`src/rtl/fetch_stage.sv`:
```
// Instruction-fetch stage with IF/ID pipeline register and one-bubble next-PC redirect.
// Optional macro BRANCH_DELAY_SLOT_EN: keep the sequential instruction on redirect instead of flushing.
module fetch_stage #(
  parameter logic [31:0] RESET_PC = 32'h0040_0000
) (
  input  logic        clk,
  input  logic        reset,
  input  logic        stall,
  output logic [31:0] imem_addr,
  input  logic [31:0] imem_rdata,
  input  logic        BranchEQ,
  input  logic        BranchNE,
  input  logic        jump,
  input  logic        jal,
  input  logic        jr,
  input  logic        zero,
  input  logic [31:0] jr_target,
  output logic [31:0] id_instr,
  output logic [31:0] id_pc_plus4,
  output logic        id_valid,
  output logic [31:0] link_addr,
  output logic        redirect
);

  logic [31:0] pc_q, pc_d;
  logic [31:0] id_instr_q, id_instr_d;
  logic [31:0] id_pc_plus4_q, id_pc_plus4_d;
  logic        id_valid_q, id_valid_d;

  logic [31:0] pc_plus4_s;
  logic [31:0] br_off_s;
  logic [31:0] target_s;
  logic        taken_s;
  logic        redirect_s;

  // Transfer resolution and target selection for the instruction held in ID.
  always_comb begin
    pc_plus4_s = pc_q + 32'd4;
    br_off_s   = {{14{id_instr_q[15]}}, id_instr_q[15:0], 2'b00};
    taken_s    = id_valid_q & (jump | jr | (BranchEQ & zero) | (BranchNE & ~zero));
    redirect_s = taken_s & ~stall;
    if (jr) begin
      target_s = jr_target & 32'hFFFF_FFFC;
    end else if (jump | jal) begin
      target_s = {id_pc_plus4_q[31:28], id_instr_q[25:0], 2'b00};
    end else begin
      target_s = id_pc_plus4_q + br_off_s;
    end
  end

  // Next-state for PC and IF/ID; a stall freezes everything.
  always_comb begin
    pc_d          = pc_q;
    id_instr_d    = id_instr_q;
    id_pc_plus4_d = id_pc_plus4_q;
    id_valid_d    = id_valid_q;
    if (!stall) begin
      if (redirect_s) begin
        pc_d = target_s;
`ifdef BRANCH_DELAY_SLOT_EN
        id_instr_d    = imem_rdata;
        id_pc_plus4_d = pc_plus4_s;
        id_valid_d    = 1'b1;
`else
        id_instr_d    = 32'h0000_0000;
        id_pc_plus4_d = 32'h0000_0000;
        id_valid_d    = 1'b0;
`endif
      end else begin
        pc_d          = pc_plus4_s;
        id_instr_d    = imem_rdata;
        id_pc_plus4_d = pc_plus4_s;
        id_valid_d    = 1'b1;
      end
    end else begin
      pc_d = pc_q;
    end
  end

  // State registers.
  always_ff @(posedge clk or negedge reset) begin
    if (!reset) begin
      pc_q          <= RESET_PC;
      id_instr_q    <= 32'h0000_0000;
      id_pc_plus4_q <= 32'h0000_0000;
      id_valid_q    <= 1'b0;
    end else begin
      pc_q          <= pc_d;
      id_instr_q    <= id_instr_d;
      id_pc_plus4_q <= id_pc_plus4_d;
      id_valid_q    <= id_valid_d;
    end
  end

  // Output mapping; with a delay slot the return address skips the slot instruction.
  always_comb begin
    imem_addr   = pc_q;
    id_instr    = id_instr_q;
    id_pc_plus4 = id_pc_plus4_q;
    id_valid    = id_valid_q;
    redirect    = redirect_s;
`ifdef BRANCH_DELAY_SLOT_EN
    link_addr   = id_pc_plus4_q + 32'd4;
`else
    link_addr   = id_pc_plus4_q;
`endif
  end

endmodule

```
`config.mk`:
```
export PLATFORM = sky130hd
export DESIGN_NAME = fetch_stage
export DESIGN_NICKNAME = d
export VERILOG_FILES = /design/src/rtl/fetch_stage.sv
export SDC_FILE = /design/constraint.sdc
export NUM_CORES = 1
export LEC_CHECK = 0
export CORE_MARGIN = 4
export CORE_UTILIZATION = 30
export CTS_BUF_LIST = sky130_fd_sc_hd__clkbuf_4 sky130_fd_sc_hd__clkbuf_8 sky130_fd_sc_hd__clkbuf_16
export DETAILED_ROUTE_END_ITERATION = 8
export PLACE_DENSITY_LB_ADDON = 0.3
export SETUP_SLACK_MARGIN = 0.5
export SKIP_LAST_GASP = 1
export SLEW_MARGIN = 20
export SYNTH_ARGS = -nofsm -noshare
export SYNTH_HDL_FRONTEND = slang
export SYNTH_SLANG_ARGS = --single-unit
```
`constraint.sdc`:
```
create_clock -name clk -period 6.1 [get_ports clk]
set_input_delay 0.915 -clock clk [delete_from_list [all_inputs] [get_ports clk]]
set_output_delay 0.915 -clock clk [all_outputs]
set_load 0.02 [all_outputs]
```
==> results of run 1 <==
## cells by family (layout without fill, tap and decap cells)
logic type | Yosys count | in the layout | share of synthesized area
mux | 8 | 8 | 0.0117
simple gates | 336 | 336 | 0.218
buf+inv | 104 | 242 | 0.0765
fa+ha+maj | 31 | 31 | 0.0558
xor+xnor | 51 | 51 | 0.0630
compound gates | 270 | 270 | 0.232
flops | 97 | 97 | 0.343
## per-stage QoR
step                setup slack, ns  power [mW]  utilization  area (um2)  std cells
detailed placement             1.65        2.46        0.396        9070       1332
global placement               1.63        2.45        0.396        9070       1332
finish                         1.67        3.01        0.408        9350       1348
CTS                            1.63        3.04        0.408        9350       1348
floorplan                      3.18        1.87            -        7090        897
global route                   1.45        3.21        0.408        9350       1348
## state kept, by name, indices dropped and copies added (netlist names)
name	count
imem_addr	32
id_pc_plus4	32
id_instr	32
id_valid	1
## synth_stat cells (all sizes together), types with 4 or more instances
master,instances,share of area
o31ai,14,0.017
a211oi,9,0.010
and3,12,0.011
nand4,12,0.012
o211ai,12,0.013
nor2b,4,0.0046
and4,4,0.0049
buf,54,0.050
a21oi,68,0.048
nor4,7,0.0062
a31oi,10,0.0088
a221o,5,0.0071
clkbuf,34,0.018
inv,15,0.0079
o21bai,4,0.0042
dfrtp,96,0.34
mux2i,6,0.0085
o22ai,5,0.0044
a221oi,4,0.0049
xor2,29,0.036
a21o,15,0.016
or3,5,0.0044
nand2,193,0.10
xnor2,22,0.027
nor3,12,0.011
o21ai,103,0.073
nor2,50,0.029
ha,30,0.053
nand3,26,0.020
## worst paths after layout
path                               from             end  slack [ns]  depth (start not counted)
max in group asynchronous         reset  id_pc_plus4[1]        4.40                          2
hold / removal             id_instr[28]    id_instr[28]        0.50                          2
setup / recovery                   zero        redirect        1.67                          8
setup reg to reg            id_instr[0]   imem_addr[28]        2.84                         11
hold reg to reg            id_instr[28]    id_instr[28]        0.50                          2
min in group asynchronous         reset    id_instr[10]        0.55                          1
## routing by layer
metal	routed length, um	vias to the layer above	global-route usage
li1	-	3419	-
met3	1730	15	0.0383
met5	0	-	0
met4	267	0	0.0388
met2	11500	268	0.304
met1	11900	3338	0.276
## power by group
group	switching, mW	leakage, nW	total [mW]	internal [mW]
registers	0.225	1.23	1.00	0.778
clock network	0.280	0.134	0.561	0.281
logic	0.802	2.49	1.45	0.645
total	1.31	3.85	3.01	1.70
## layout make-up
type                    instances  area share
flip-flops and latches         97       0.260
inverters                      16     0.00642
repair buffers                210       0.222
clock inverters                 7     0.00575
multi-input cells             696       0.441
well taps                     313      0.0419
clock buffers                   9      0.0241
## worst reg2reg max path, cell delays in order (launching register included)
cell,delay (ns)
dfrtp_1,0.42
ha_1,0.24
fa_1,0.43
a21oi_1,0.27
o21ai_0,0.21
o21ai_1,0.29
nand2_1,0.20
a211oi_2,0.36
nand2b_1,0.18
o31ai_1,0.08
a211oi_1,0.36
a221o_1,0.17
==> summary.txt, run 1 <==
Yosys
  • Cell area after synthesis: 7090 um2
  • Async S/R FF share, synth: 1.00
  • Avg Synthesized Cell Area: 7.90 um2
  • #FFs+latches synth: 97
  • Dominant synthesized flop cell: dfrtp_1
  • Seq/Total Area, Yosys: 0.343
  • Post-synthesis net count: 1001
  • Cells after Synth: 897
  • Synth unique cells: 69
  • EDFF count, synth: 0
  • Yosys warning total: 0

Clocking
  • Latest clock arrival within the worst-skew pair: 0.36 ns
  • Post-CTS Setup Inserts: 0
  • CTS Buf Count: 9
  • Clock-pin slew on the worst setup and hold paths: 0.07 ns
  • Clk buf depth: 2
  • CTS tree: done
  • Root buf cell: clkbuf_16
  • Htree depth: 3
  • Clock Sink Count: 97
  • Post-CTS Hold Buffers: 0
  • Resized Gates After CTS: 0

Cells and area
  • Fillers: 2336
  • Multi-input gate area: 4120 um2
  • P&R area growth vs syn: 32.0%
  • Commonest non-fill, non-tap cell in the layout: clkdlybuf4s50_1
  • Antenna fix cells: 0
  • Layout cell share with drive strength beyond 1: 0.0531
  • Layout Nets: 1134
  • Commonest cells after routing, fill and taps aside: clkdlybuf4s50_1, nand2_1, dfrtp_1, o21ai_0, a21oi_1
  • Register area: 2430 um2

Worst setup path
  • Critical Path, Cell by Cell: clkdlybuf4s50_1, nor2b_1, a2111oi_0, nor2_2, buf_4, nand2_1, inv_2, clkdlybuf4s50_1
  • Slowest stage cell on the critical path: a2111oi_0
  • Crit path DAT: 3.51 ns
  • Cell repeated most along the worst path: clkdlybuf4s50_1
  • Setup crit end kind: output port
  • Critical Path Source Type: input port
  • Critical Path RT: 5.18 ns
  • Cell family with most CP delay: buffers and inverters
  • Slowest stage delay, CP: 0.68 ns
  • CP Class: input port to output port
  • CP bufs+invs: 4
  • CP Max Fanout: 30

Drt
  • Via Count: 7040
  • Pre-Repair DR Iteration Count: 5
  • DRT Wirelength: 25.4 mm
  • Vias per cell: 5.22
  • DRC violations left: 0
  • Routed length per instance: 18.8 um
  • DR iter-0 viols: 520
  • Routed Antenna Nets: 0

STA
  • Setup TNS: 0 ns
  • Fin Hold WS: 0.498 ns
  • Final period utilization: 0.726
  • Pins Over Slew Limit: 0
  • # setup viols final: 0
  • Final hold violation count: 0
  • Post-layout minimum cycle time: 4.43 ns
  • Tightest Pin Transition: 1.14 ns
  • Fmax: 226 MHz
  • Worst Skew: 0.00980 ns
  • Slew Limit Headroom: 0.240
  • RSZ-0062 raised after global routing: false

Floorplanning
  • Core Box Area: 22900 um2
  • Site Rows: 55
  • I/O pins: 203
  • Die width: 162 um
  • Initial core utilization: 0.309
  • Die Ht: 162 um
  • Die area: 26100 um2

Global routing
  • Number of global-route vias before repair: 6900
  • Largest net degree at the start of global routing: 75
  • Total gr overflow: 0
  • First-pass GRT wire length: 39.9 mm
  • Antenna violations before repair: 0
  • Total Routing Usage GR: 0.192

Place
  • RD Place Congestion: 0.860
  • Hpwl dp: 18.2 mm
  • Buffers added on ports: 200

Pwr
  • Worst vdd rail ir drop: 0.179 mV
  • Leak pwr: 3.85 nW
  • Pwr/cell area: 322 nW/um2

Flow run
  • MaxCap Viol Count: 0

Outcome
  • Status: complete, no violations

Hold path
  • Worst min path class: flop to flop
Note: power is estimated with default switching activity, not from simulation.
==> run 2: changes to the inputs <==
==> constraint.sdc (replaced) <==
create_clock -name clk -period 3.8 [get_ports clk]
set_input_delay 0.57 -clock clk [delete_from_list [all_inputs] [get_ports clk]]
set_output_delay 0.57 -clock clk [all_outputs]
set_load 0.02 [all_outputs]
==> summary.txt, run 2 (same netlist as run 1, synthesis figures left out) <==
Outcome
  • Status: complete, no violations

STA
  • Setup TNS: 0 ns (unchanged)
  • RSZ-0062 raised after global routing: true
  • Final hold violation count: 0 (unchanged)
  • Slew Limit Headroom: 0.434 (+0.193)
  • Tightest Pin Transition: 0.847 ns (-0.289 ns)
  • Fin Hold WS: 0.222 ns (-0.276 ns)
  • # setup viols final: 0 (unchanged)
  • Final period utilization: 0.857
  • Pins Over Slew Limit: 0 (unchanged)
  • Worst Skew: 0.0129 ns (+0.00308 ns)
  • Fmax: 307 MHz
  • Post-layout minimum cycle time: 3.26 ns
  • Final worst slack: 0.543 ns (-1.13 ns)

Clocking
  • Post-CTS Setup Inserts: 0 (unchanged)
  • CTS tree: done
  • Clock Sink Count: 97 (unchanged)
  • Post-CTS Hold Buffers: 0 (unchanged)
  • Htree depth: 3 (unchanged)
  • CTS Buf Count: 9 (unchanged)
  • Clk buf depth: 2 (unchanged)
  • Clock-pin slew on the worst setup and hold paths: 0.07 ns (about the same)
  • Root buf cell: clkbuf_16
  • Latest clock arrival within the worst-skew pair: 0.36 ns (about the same)

Floorplanning
  • Initial core utilization: 0.309 (unchanged)
  • Die Ht: 162 um (unchanged)
  • Die width: 162 um (unchanged)
  • I/O pins: 203 (unchanged)
  • Core Box Area: 22900 um2 (unchanged)
  • Site Rows: 55 (unchanged)
  • Die area: 26100 um2 (unchanged)

Place
  • Placed Area: 9170 um2 (+1.1%)
  • Placed cells: 1340 (+0.60%)
  • RD Place Congestion: 0.891 (+3.6%)
  • Buffers added on ports: 200 (unchanged)
  • DP Worst Slack: 0.633 ns (-1.02 ns)
  • Hpwl dp: 18.3 mm (+0.85%)

Drt
  • Routed length per instance: 18.8 um (-0.36%)
  • DRT Wirelength: 25.4 mm (+0.16%)
  • Vias per cell: 5.20 (-0.42%)
  • Via Count: 7047 (+0.099%)
  • Pre-Repair DR Iteration Count: 6 (+1)
  • DRC violations left: 0 (unchanged)
  • Routed Antenna Nets: 0 (unchanged)
  • DR iter-0 viols: 477 (-8.3%)

Worst setup path
  • Critical Path Source Type: flop
  • Crit path DAT: 3.56 ns (+0.05 ns)
  • Reg2reg start: id_instr[0]
  • CP Class: flop to flop
  • Slowest stage delay, CP: 0.42 ns (-0.26 ns)
  • CP bufs+invs: 0 (-4)
  • Slowest stage cell on the critical path: dfrtp_1
  • CP startpoint: id_instr[0]
  • Cell family with most CP delay: compound AO/OA/AOI/OAI gates
  • Setup crit end kind: flop
  • CP Max Fanout: 4 (-87%)
  • Critical Path, Cell by Cell: ha_1, fa_1, a21oi_1, o21ai_0, o21ai_1, nand2_1, a211oi_4, nand2b_1, o31ai_1, a211oi_1, a221o_1
  • Critical Path RT: 4.10 ns (-1.08 ns)

Pwr
  • Seq pwr share: 0.325 (-0.008)
  • Overall power: 4.96 mW (+65%)
  • Clock power share: 0.204 (+0.018)
  • Net Sw Frac: 0.419 (-0.0151)
  • Internal power: 2.88 mW (+69%)
  • Pwr/cell area: 522 nW/um2 (+62%)
  • Worst vdd rail ir drop: 0.241 mV (+35%)
  • Combinational power share: 0.471 (-0.010)
  • Psw: 2.08 mW (+59%)
  • Leak pwr: 3.93 nW (+1.9%)

Cells and area
  • Multi-input gate area: 4130 um2 (+0.21%)
  • Fillers: 2346 (+0.43%)
  • Commonest non-fill, non-tap cell in the layout: clkdlybuf4s50_1
  • Antenna fix cells: 0 (unchanged)
  • Layout cell share with drive strength beyond 1: 0.0595 (+0.00636)
  • P&R area growth vs syn: 34.0%
  • Design area: 9500 um2 (+1.5%)
  • Commonest cells after routing, fill and taps aside: clkdlybuf4s50_1, nand2_1, dfrtp_1, o21ai_0, a21oi_1
  • Fin cells: 1355 (+0.52%)
  • Layout Nets: 1142 (+0.71%)
  • Register area: 2430 um2 (unchanged)
  • Post-route core utilization: 0.414 (+0.00617)

Global routing
  • First-pass GRT wire length: 39.9 mm (about the same)
  • Total Routing Usage GR: 0.192 (-0.000697)
  • Number of global-route vias before repair: 6863 (-0.54%)
  • Total gr overflow: 0 (unchanged)
  • Antenna violations before repair: 0 (unchanged)
  • Largest net degree at the start of global routing: 67 (-11%)

Flow run
  • MaxCap Viol Count: 0 (unchanged)

Hold path
  • Worst min path class: input port to asynchronous set/reset pin
## run 2: changes by cell type in the layout (fill, tap and decap cells not counted), moves of 2 or more
| cell | change |
|---|---|
| inv_6 | -2 |
| buf_12 | +3 |
| bufinv_16 | +2 |
| buf_4 | +5 |
## run 2: power groups by stage
stage / logic, mW / clock network, mW / registers (mW)
after detailed placement: 2.34 / 0 / 1.63
final: 2.34 / 1.01 / 1.61
after CTS: 2.35 / 1.04 / 1.61
after global routing: 2.54 / 1.08 / 1.66
after global placement: 2.33 / 0 / 1.62
after floorplan: 1.22 / 0 / 1.78
## run 2: layout make-up
cell class                      instances  area share
Tap cell                              313      0.0412
Sequential cell                        97       0.256
Clock inverter                          5     0.00857
Timing Repair Buffer                  218       0.228
Clock buffer                           10      0.0245
Inverter                               16     0.00632
Multi-Input combinational cell        696       0.435
## run 2: metal layers
metal / part of all wire / wire length, um / track usage
met4: 0.016 / 413 / 0.0434
met3: 0.078 / 1990 / 0.0543
met1: 0.47 / 11900 / 0.273
met5: 0 / 0 / 0
met2: 0.44 / 11100 / 0.291
## run 2: timing repair
item | in CTS | in global routing
hold endpoints to repair | 0 | 0
setup endpoints to repair | 0 | 2
gates resized for setup | 0 | 2
## run 2: worst paths after layout
path                              endpoint  slack (ns)  depth (start not counted)
setup / recovery             imem_addr[28]        0.54                         11
hold / removal                id_instr[10]        0.22                          1
setup reg to reg             imem_addr[28]        0.54                         11
hold reg to reg               id_instr[28]        0.50                          2
max in group asynchronous  id_pc_plus4[31]        2.85                          2
min in group clk              id_instr[28]        0.50                          2
==> run 3: changes to the inputs <==
--- a/config.mk
+++ b/config.mk
@@ -12,7 +12,6 @@
 export PLACE_DENSITY_LB_ADDON = 0.3
 export SETUP_SLACK_MARGIN = 0.5
 export SKIP_LAST_GASP = 1
-export SLEW_MARGIN = 20
 export SYNTH_ARGS = -nofsm -noshare
 export SYNTH_HDL_FRONTEND = slang
 export SYNTH_SLANG_ARGS = --single-unit
==> results of run 3 <==
Final layout, timing and power as in run 2 (identical DEF).
